<file path="config.mk">
export PLATFORM = sky130hd
export DESIGN_NAME = trace_match_log
export DESIGN_NICKNAME = d
export VERILOG_FILES = /design/src/rtl/trace_match_log.sv
export SDC_FILE = /design/constraint.sdc
export NUM_CORES = 1
export LEC_CHECK = 0
export CAP_MARGIN = 0
export CORE_MARGIN = 2
export CORE_UTILIZATION = 50
export DETAILED_ROUTE_END_ITERATION = 8
export GPL_ROUTABILITY_DRIVEN = 0
export PLACE_DENSITY = 0.78
export SYNTH_ARGS = -nofsm -noshare
export SYNTH_HDL_FRONTEND = slang
export SYNTH_SLANG_ARGS = --single-unit
</file>
<file path="constraint.sdc">
create_clock -name TRACECLK -period 5.75 [get_ports TRACECLK]
set_input_delay 0.8625 -clock TRACECLK [delete_from_list [all_inputs] [get_ports TRACECLK]]
set_output_delay 0.8625 -clock TRACECLK [all_outputs]
set_load 0.01 [all_outputs]
</file>
<file path="src/rtl/trace_match_log.sv">
// Trace match logger: counts rule matches to fire a trigger pulse with holdoff,
// and timestamps every match into a first-word-fall-through event FIFO.
module trace_match_log #(
    parameter int pMATCH_RULES = 8,
    parameter int pFIFO_DEPTH  = 8,
    parameter int pTS_WIDTH    = 16
) (
    input  logic                              TRACECLK,
    input  logic                              reset,
    input  logic [pMATCH_RULES-1:0]           I_match_bits,
    input  logic                              I_arm,
    input  logic [7:0]                        I_trig_count,
    input  logic [7:0]                        I_pulse_len,
    input  logic [15:0]                       I_holdoff,
    input  logic                              I_fifo_rd,
    output logic                              O_trig,
    output logic [1:0]                        O_state,
    output logic [15:0]                       O_match_count,
    output logic [pTS_WIDTH+pMATCH_RULES-1:0] O_fifo_data,
    output logic                              O_fifo_empty,
    output logic                              O_fifo_full,
    output logic                              O_fifo_overflow
);

    localparam int cAW = (pFIFO_DEPTH > 1) ? $clog2(pFIFO_DEPTH) : 1;
    localparam int cDW = pTS_WIDTH + pMATCH_RULES;

    typedef enum logic [1:0] {
        IDLE    = 2'd0,
        ARMED   = 2'd1,
        PULSE   = 2'd2,
        HOLDOFF = 2'd3
    } state_t;

    state_t               r_state;
    state_t               w_next;
    logic                 r_arm_d;
    logic [pTS_WIDTH-1:0] r_ts;
    logic [7:0]           r_trig_target;
    logic [7:0]           r_trig_cnt;
    logic [15:0]          r_timer;
    logic [15:0]          r_match_count;
    logic [cDW-1:0]       r_mem [pFIFO_DEPTH];
    logic [cAW:0]         r_wr_ptr;
    logic [cAW:0]         r_rd_ptr;
    logic                 r_overflow;

    logic w_arm_rise, w_log, w_trig_hit, w_timer_done;
    logic w_empty, w_full, w_pop, w_push, w_drop;
    logic w_enter_armed, w_enter_pulse, w_enter_holdoff;

    assign w_arm_rise   = I_arm & ~r_arm_d;
    assign w_log        = (|I_match_bits) && (r_state != IDLE);
    assign w_trig_hit   = ({1'b0, r_trig_cnt} + 9'd1) >= {1'b0, r_trig_target};
    assign w_timer_done = (r_timer == 16'd0);

    // Extra pointer MSB distinguishes full from empty when the indices match.
    assign w_empty = (r_wr_ptr == r_rd_ptr);
    assign w_full  = (r_wr_ptr[cAW] != r_rd_ptr[cAW]) &&
                     (r_wr_ptr[cAW-1:0] == r_rd_ptr[cAW-1:0]);
    assign w_pop   = I_fifo_rd && !w_empty;
    assign w_push  = w_log && (!w_full || w_pop);
    assign w_drop  = w_log && w_full && !w_pop;

    always_comb begin
        w_next          = r_state;
        w_enter_armed   = 1'b0;
        w_enter_pulse   = 1'b0;
        w_enter_holdoff = 1'b0;
        if (r_state == IDLE) begin
            if (w_arm_rise) begin
                w_next        = ARMED;
                w_enter_armed = 1'b1;
            end
        end else if (!I_arm) begin
            w_next = IDLE;
        end else begin
            case (r_state)
                ARMED: begin
                    if (w_log && w_trig_hit) begin
                        w_next        = PULSE;
                        w_enter_pulse = 1'b1;
                    end
                end
                PULSE: begin
                    if (w_timer_done) begin
                        if (I_holdoff != 16'd0) begin
                            w_next          = HOLDOFF;
                            w_enter_holdoff = 1'b1;
                        end else begin
                            w_next        = ARMED;
                            w_enter_armed = 1'b1;
                        end
                    end
                end
                HOLDOFF: begin
                    if (w_timer_done) begin
                        w_next        = ARMED;
                        w_enter_armed = 1'b1;
                    end
                end
                default: w_next = IDLE;
            endcase
        end
    end

    always_ff @(posedge TRACECLK) begin
        if (reset) begin
            r_state       <= IDLE;
            r_arm_d       <= 1'b0;
            r_ts          <= '0;
            r_trig_target <= 8'd1;
            r_trig_cnt    <= 8'd0;
            r_timer       <= 16'd0;
            r_match_count <= 16'd0;
            r_wr_ptr      <= '0;
            r_rd_ptr      <= '0;
            r_overflow    <= 1'b0;
        end else begin
            r_state <= w_next;
            r_arm_d <= I_arm;

            // Timestamp sits at 0 throughout IDLE so ARMED always starts counting from 0.
            if (r_state == IDLE || w_next == IDLE) begin
                r_ts <= '0;
            end else begin
                r_ts <= r_ts + pTS_WIDTH'(1);
            end

            if (w_enter_armed) begin
                r_trig_cnt    <= 8'd0;
                r_trig_target <= (I_trig_count == 8'd0) ? 8'd1 : I_trig_count;
            end else if (r_state == ARMED && w_log) begin
                r_trig_cnt <= w_trig_hit ? 8'd0 : r_trig_cnt + 8'd1;
            end

            // Timer holds remaining cycles minus one; the state ends on the cycle it reads zero.
            if (w_enter_pulse) begin
                r_timer <= (I_pulse_len == 8'd0) ? 16'd0 : 16'(I_pulse_len) - 16'd1;
            end else if (w_enter_holdoff) begin
                r_timer <= I_holdoff - 16'd1;
            end else if (!w_timer_done) begin
                r_timer <= r_timer - 16'd1;
            end

            if (w_arm_rise) begin
                r_match_count <= 16'd0;
                r_wr_ptr      <= '0;
                r_rd_ptr      <= '0;
                r_overflow    <= 1'b0;
            end else begin
                if (w_log && r_match_count != 16'hFFFF) begin
                    r_match_count <= r_match_count + 16'd1;
                end
                if (w_push) begin
                    r_wr_ptr <= r_wr_ptr + (cAW+1)'(1);
                end
                if (w_pop) begin
                    r_rd_ptr <= r_rd_ptr + (cAW+1)'(1);
                end
                if (w_drop) begin
                    r_overflow <= 1'b1;
                end
            end
        end
    end

    always_ff @(posedge TRACECLK) begin
        if (w_push) begin
            r_mem[r_wr_ptr[cAW-1:0]] <= {r_ts, I_match_bits};
        end
    end

    assign O_trig          = (r_state == PULSE);
    assign O_state         = r_state;
    assign O_match_count   = r_match_count;
    assign O_fifo_data     = w_empty ? '0 : r_mem[r_rd_ptr[cAW-1:0]];
    assign O_fifo_empty    = w_empty;
    assign O_fifo_full     = w_full;
    assign O_fifo_overflow = r_overflow;

endmodule
</file>
# Word-level counts from Yosys, hierarchy flattened
# Memories as Yosys holds them, arrays and structs flattened. A register that Yosys moved wholly into a read port is not among the register bits.
# Index checks and enable logic that the tools add are counted.
# Widths: inputs -> output; s select.
word_totals:
  regBits: 76
  mem_bits_rw: 192
  input_bits: 44
  mem_count: 1
memory_table:
  columns: ["name", "words", "word_bits", "rd", "rd_ports_with_merged_regs", "wr", "line_no", "rtl"]
  rows:
  - ["r_mem", 8, 24, 1, 1, 1, "43", "logic [cDW-1:0] r_mem [pFIFO_DEPTH];"]
op_classes:
  n_addsub: 9
  order_cmp: 1
  eq_ne: 8
  n_mux: 35
  bitwise: 2
  n_reduce_logical: 25
ops:
  columns: ["operator", "count"]
  rows:
  - ["$mux 16", 4]
  - ["$add 16x1->16 const B", 2]
  - ["$sub 16x1->16 const B", 2]
  - ["$mux 24", 1]
  - ["$mux 1", 17]
  - ["$logic_not 16->1", 1]
  - ["$logic_not 8->1", 2]
  - ["$mux 8", 2]
  - ["$ne 16x16->1 const B", 1]
  - ["$reduce_bool 16->1", 1]
  - ["$mux 2", 7]
  - ["$add 8x1->9 const B", 1]
  - ["$ge 9x8->1", 1]
  - ["$logic_and 1x1->1", 9]
  - ["$sub 8x1->9 const B", 1]
  - ["$add 4x1->4 const B", 2]
  - ["$add 8x1->8 const B", 1]
  - ["$reduce_or 8->1", 1]
  - ["$mux 3", 2]
  - ["$pmux 2 s3", 1]
  - ["$reduce_or 2->1", 3]
  - ["$eq 2x2->1 const B", 2]
  - ["$eq 4x4->1", 1]
  - ["$logic_not 2->1", 2]
  - ["10 further kinds", 13]

# Logic depth before layout (Yosys ltp)
# Gate-level depths: netlist of the first run.
depth:
  word_depth: 10
  depth_mapped: 14
  mapped_depth_nobuf: 11

# Worst setup path before layout of the first run
# Ideal clock, no wire load.
synth_timing:
  path_type: "in2reg"
  startpoint: "input port I_holdoff[9]"
  endpoint: "register r_timer[10]"
  setup_ns: 0.132
  t_arrival_ns: 3.828
  path_slack_ns: 1.790
  cell_stages: 12
  path_cell_list: "nor4_1 > nand4_1 > o211a_1 > buf_6 > a21oi_1 > ha_1 > or4b_2 > or2_2 > buf_6 > o32a_2 > nor2_1 > a311oi_1"
synth_between:
  elab_chain_cells: 8
  elab_cells_between_ends: 10
  classes_between: "add/sub: 1; eq/ne: 1; mux: 7; reduce/logical: 1"
synth_rtl:
  columns: ["element", "line_no", "rtl"]
  rows:
  - ["from (decl)", "14", "input logic [15:0] I_holdoff,"]
  - ["$reduce_bool 16->1", "87", "if (I_holdoff != 16'd0) begin"]
  - ["$mux 1", "87", null]
  - ["$mux 1", "86", "if (w_timer_done) begin"]
  - ["$mux 1", "78", "case (r_state)"]
  - ["$mux 1", "75", "end else if (!I_arm) begin"]
  - ["$mux 1", "70", "if (r_state == IDLE) begin"]
  - ["$mux 16", "140", "end else if (w_enter_holdoff) begin"]
  - ["$mux 16", "138", "if (w_enter_pulse) begin"]
  - ["to (signal assigned)", "139", "r_timer <= (I_pulse_len == 8'd0) ? 16'd0 : 16'(I_pulse_len) - 16'd1;"]
  - ["to (signal assigned)", "141", "r_timer <= I_holdoff - 16'd1;"]
  - ["to (signal assigned)", "143", "r_timer <= r_timer - 16'd1;"]
  - ["to (decl)", "41", "logic [15:0] r_timer;"]
# Parallel ways exist; a longest one is shown, timed or not.
# A chain may end at the register's enable or synchronous reset.

# Final worst setup path of the first run
# Same ends and word-level chain as after synthesis.

==> results.md, run 1 <==
- WL met2: 11600 um
- Top-count cell post-synth: edfxtp_1
- Die Y: 156 um
- Slew Viols, Final: 0
- Final ANT Viol Nets: 0
- Initial antenna violation count: 0
- P&R area growth vs syn: 18.9%
- Vias in the first global route: 6939
- Top Metal Used: met4
- Seq/Total Area, Yosys: 0.633
- IO Port Bufs: 89
- Total of max-cap violations: 0
- Number of synthesized flops with an enable pin: 192
- GRT overflow: 0
- Tmin final: 4.41 ns
- Final Worst Setup Slack: 1.34 ns
- WL final: 23400 um
- RR Startpoint: O_state[0]
- Avg WL per Cell: 19.0 um
- Num ports: 90
- Critical path type: in -> reg
- CP cell instances: clkdlybuf4s50_1 -> nor4_1 -> nand4_1 -> o211a_1 -> a21oi_1 -> ha_1 -> or4b_2 -> or2_2 -> o32a_2 -> nor2_1 -> a311oi_1
- Core Area: 22700 um2
- Yosys top cell area share: 0.497
- Top FF cell, synth: edfxtp_1
- Die W: 156 um
- Worst EP arrival: 4.81 ns
- Slew margin rel.: 0.266
- Yosys warns: 0
- Tcrit/Tclk final: 0.766
- CTS buffer count: 28
- CP Launch Point: I_holdoff[9]
- Hold_sp: r_trig_target[0]
- Post-synth top cells: 192 x edfxtp_1, 100 x nor2_1, 79 x dfxtp_1, 48 x mux4_2, 38 x xor2_1
- CTS Sinks: 271
- H-tree levels: 1
- Gr usage total: 0.194
- R2r setup slk: 2.37 ns
- Buffers & Inverters on Critical Path: 1
- Cell variety after synth: 54
- Final hold viol count: 0
- Initial Utilization: 0.511
- Vias per inst: 5.81
- First-pass GRT wire length: 37000 um
- Antenna diode count: 0
- # DRC: 0
- Worst-path fanout max: 13
- FFs w/ async S/R, synth: 0
- Syn_area_per_cell: 13.9 um2
- Pleak: 0.00450 uW
- Critical Path Slowest Stage Cell: or4b_2
- Worst Skew: 0.0263 ns
- DP Worst Slack: 0.848 ns
- Pre-antenna DRT Iters: 7
- Cell taking the most area after synthesis: edfxtp_1
- CTS root buffer: clkbuf_16
- CTS tree: done
- Reg clk slew, reported paths: 0.06 ns
- Crit start category: input pin
- Final instance area: 13800 um2
- Syn Inst Count: 832
- Overall Power: 4720 uW
- Outcome: finished clean
- Nets: 985
- DRT iter0 DRCs: 435
- Synth top area cells: edfxtp_1 50%, dfxtp_1 14%, mux4_2 9.3%
- Fillers: 1736
- Via count: 7162
- Hold_ws: 0.496 ns
- Placed inst area: 12800 um2
- Setup violators final: 0
- RSZ-0062 raised after global routing: no
- Maximum buffer depth of the clock tree: 3
- Met1 WL: 9960 um
- Worst hold path class: reg -> reg
- Mapped Nets: 891
- Setup crit end kind: flip-flop
- Post-DP HPWL: 14300 um
- Worst EP required: 6.16 ns
- Pwr Density: 342 nW/um2
- Worst skew pair latency: 0.56 ns
- Post-CTS resize count: 0
- Worst VDD drop: 0.000250 V
- Met3 Wirelength: 1400 um
- Setup TNS: 0 ns
- Synth Register Bits: 271
- Worst Max-Slew Pin Slew: 1.10 ns
- Largest net degree at the start of global routing: 49
- Post-CTS Setup Bufs: 0
- Crit path max-delay family: simple AND/OR/NAND/NOR gates
- Mapped Area: 11600 um2
- Die Footprint: 24400 um2
- CP max stage delay: 0.69 ns
- F_max: 227 MHz
- Layout cell share with drive strength beyond 1: 0.138
- Post-CTS Hold Buffers: 0
- # rows: 55
placed cells by master (no fill, tap or decap), types with 5 or more instances in the layout:
cell	count
a31oi_1	8
nor2_1	95
or4_1	7
a21o_1	7
nand2b_1	10
nor4_1	10
xnor2_1	17
clkbuf_16	29
buf_4	11
and4_1	5
dfxtp_1	76
a21oi_1	35
mux2i_1	37
and3_1	8
nand4_1	16
clkbuf_8	5
or2_2	6
nand2_1	29
clkdlybuf4s50_1	89
clkinv_2	6
edfxtp_1	192
nand3_1	23
o21ai_0	14
ha_1	15
nor2_2	5
or3_1	11
nor3_1	15
mux4_2	48
inv_1	16
xor2_1	38
power breakdown:
part,internal [uW],switching [uW],leakage (uW)
registers,2140,68.6,0.00237
logic,292,362,0.00165
clock network,1120,735,0.000485
through the flow:
step | util | cells
final | 0.607 | 1233
after global routing | 0.607 | 1233
after CTS | 0.607 | 1233
after detailed placement | 0.564 | 1181
after global placement | 0.564 | 1181
after floorplan | - | 832
worst paths after layout:
check                           to  depth (start not counted)
setup reg to reg       r_timer[10]                         10
hold / removal    r_trig_target[0]                          2
setup / recovery       r_timer[10]                         11
hold reg to reg   r_trig_target[0]                          2
metal layers:
metal / vias to the layer above / global-route usage
met5: - / 0
met4: 0 / 0.0437
met3: 38 / 0.0374
met2: 274 / 0.329
met1: 3485 / 0.261
li1: 3365 / -
tightest hold or removal path, stage by stage, from the launching register on:
cell and delay, ns:
dfxtp_1 0.34, nand2b_1 0.06, nand3b_1 0.07
final cells by class:
| type | count | area (um2) | area share |
|---|---|---|---|
| inverters | 16 | 60.1 | 0.00435 |
| flip-flops and latches | 271 | 7350 | 0.533 |
| well taps | 285 | 357 | 0.0258 |
| clock inverters | 15 | 174 | 0.0126 |
| clock buffers | 37 | 806 | 0.0584 |
| multi-input cells | 509 | 4070 | 0.295 |
| repair buffers | 100 | 973 | 0.0706 |
logic make-up (layout without fill, tap and decap cells):
| group | Yosys count | after routing | synth area share |
|---|---|---|---|
| buf+inv | 52 | 168 | 0.0187 |
| compound gates | 92 | 92 | 0.0499 |
| simple gates | 262 | 262 | 0.116 |
| mux | 85 | 85 | 0.125 |
| fa+ha+maj | 15 | 15 | 0.0162 |
| xor+xnor | 55 | 55 | 0.0415 |
| flops | 271 | 271 | 0.633 |
state kept, by name, indices dropped and copies added, names as in the netlist, named ones only:
signal	count
r_rd_ptr	4
r_wr_ptr	4
O_fifo_overflow	1
O_state	2
r_trig_target	8
r_ts	16
O_match_count	16
r_timer	16
r_arm_d	1
r_mem	192
r_trig_cnt	8
Note: power is estimated with default switching activity, not from simulation.
==> inputs of run 2 (changes only) <==
- clock period: 5.75 -> 4.1 ns (I/O delays scaled with it)
==> run 2 against run 1 <==
- design area up 0.61%
- global-route usage up 0.15 points
- largest cell class unchanged
- highest routed layer unchanged
- largest power group unchanged
- combinational power up 46%
- count of clock-buffer cells in the layout down 4
- utilization up 0.37 points
==> results.md, run 2 (synthesized netlist as in run 1, its figures left out) <==
- Vias in the first global route: 7182
- Post-CTS resize count: 0
- Post-CTS Hold Buffers: 0
- Outcome: finished clean
- Final ANT Viol Nets: 0
- Critical Path Slowest Stage Cell: or4b_2
- # DRC: 0
- Setup crit end kind: flip-flop
- Cell Count, Final, Fillers Out: 1250
- Nets: 1003
- Worst VDD drop: 0.000324 V
- Slew Viols, Final: 0
- Via count: 7163
- Worst Max-Slew Pin Slew: 1.12 ns
- Worst skew pair latency: 0.53 ns
- IO Port Bufs: 89
- Die Y: 156 um
- Gr usage total: 0.195
- Hold_ws: 0.496 ns
- Post-CTS Setup Bufs: 0
- Hold_sp: O_fifo_overflow
- Critical path type: in -> reg
- Area occupied by multi-input gates: 4070 um2
- Post-DP HPWL: 15200 um
- Total of max-cap violations: 0
- WL final: 23100 um
- First-pass GRT wire length: 37500 um
- Largest net degree at the start of global routing: 37
- Clk pwr share: 0.377
- GRT overflow: 0
- Antenna diode count: 0
- Tcrit/Tclk final: 0.887
- RSZ-0062 raised after global routing: no
- Fillers: 1701
- Crit path max-delay family: simple AND/OR/NAND/NOR gates
- Pre-antenna DRT Iters: 5
- Largest register FFs: 192
- Pwr Density: 469 nW/um2
- Reg area: 7350 um2
- Placed inst area: 13000 um2
- Gate power share: 0.147
- # rows: 55
- Worst EP required: 4.48 ns
- Core Area: 22700 um2
- CP max stage delay: 0.67 ns
- Buffers & Inverters on Critical Path: 2
- Sink of the worst hold path: O_fifo_overflow
- Psw: 1600 uW
- Final hold viol count: 0
- Tmin final: 3.63 ns
- Worst Skew: 0.0196 ns
- Setup violators final: 0
- Die W: 156 um
- CTS buffer count: 27
- CTS Sinks: 271
- R2R depth: 11
- Most frequent cells in the layout: 192 x edfxtp_1, 95 x nor2_1, 89 x clkdlybuf4s50_1, 76 x dfxtp_1, 48 x mux4_2
- Reg clk slew, reported paths: 0.06 ns
- Slew margin rel.: 0.251
- Crit start category: input pin
- Final instance area: 13900 um2
- Commonest non-fill, non-tap cell in the layout: edfxtp_1
- Worst hold stages: 2
- DRT iter0 DRCs: 507
- P_int: 4910 uW
- CTS root buffer: clkbuf_16
- RR Startpoint: r_trig_cnt[2]
- Num ports: 90
- H-tree levels: 1
- P&R area growth vs syn: 19.6%
- Sw Share: 0.245
- F_max: 275 MHz
- Maximum buffer depth of the clock tree: 3
- R2r setup slk: 0.79 ns
- Vias per inst: 5.73
- CP cell instances: clkdlybuf4s50_1 -> nor4_1 -> buf_4 -> nand4_1 -> o211a_1 -> a21oi_1 -> ha_1 -> or4b_2 -> or2_2 -> o32a_2 -> nor2_1 -> a311oi_1
- Worst-path fanout max: 8
- Avg WL per Cell: 18.5 um
- Sequential fraction of design power: 0.476
- Layout cell share with drive strength beyond 1: 0.149
- Initial Utilization: 0.511
- Pleak: 0.00456 uW
- Worst hold path class: reg -> reg
- Worst reg2reg endpoint: r_timer[10]
- Dpl cells: 1200
- Core Util, Final: 0.611
- Initial antenna violation count: 0
- CTS tree: done
- Die Footprint: 24400 um2
- Setup TNS: 0 ns
- Worst EP arrival: 4.01 ns
==> run 2: cell count changes in the layout (fill, tap and decap cells not counted), sizes merged <==
cell	previous run	this run
clkinvlp	0	1
clkbuf	37	33
inv	16	17
buf	11	30
clkinv	12	11
bufinv	3	4
==> run 2: layout make-up <==
class,instances,area share
clock buffers,33,0.0510
well taps,285,0.0257
multi-input cells,509,0.293
flip-flops and latches,271,0.530
repair buffers,119,0.0822
inverters,16,0.00433
clock inverters,17,0.0135
==> run 2: worst max-delay path by stage <==
stage,from,endpoint,cells past startpoint
after floorplan,I_holdoff[9],r_timer[10],12
after global placement,I_holdoff[11],r_timer[10],12
after detailed placement,I_holdoff[11],r_timer[10],12
after CTS,I_holdoff[11],r_timer[10],12
after global routing,I_holdoff[9],r_timer[10],12
final,I_holdoff[11],r_timer[10],12
==> run 2: power by group through the flow <==
stage                     Sequential, uW  Combinational (uW)  Clock, uW
after floorplan                     3120                 689          0
after global placement              3150                 928          0
after detailed placement            3150                 941          0
after CTS                           3090                 946       2510
after global routing                3110                1060       2620
final                               3100                 958       2460
==> run 2: tightest hold or removal path, cell delays in order (launching register included) <==
cell     delay [ns]
dfxtp_1        0.33
a31oi_1        0.05
nor2_1         0.08
==> run 2: metal layers <==
| metal | part of all wire | vias to the layer above | track usage |
|---|---|---|---|
| li1 | - | 3409 | - |
| met4 | 0.018 | 0 | 0.0481 |
| met5 | 0 | - | 0 |
| met1 | 0.42 | 3470 | 0.262 |
| met2 | 0.49 | 249 | 0.329 |
| met3 | 0.070 | 35 | 0.0396 |
==> run 2: through the flow <==
step | setup WS, ns | total power, uW
floorplan | 0.388 | 3810
global placement | -0.0159 | 4080
detailed placement | -0.0482 | 4090
CTS | 0.475 | 6550
global route | 0.281 | 6790
finish | 0.465 | 6510
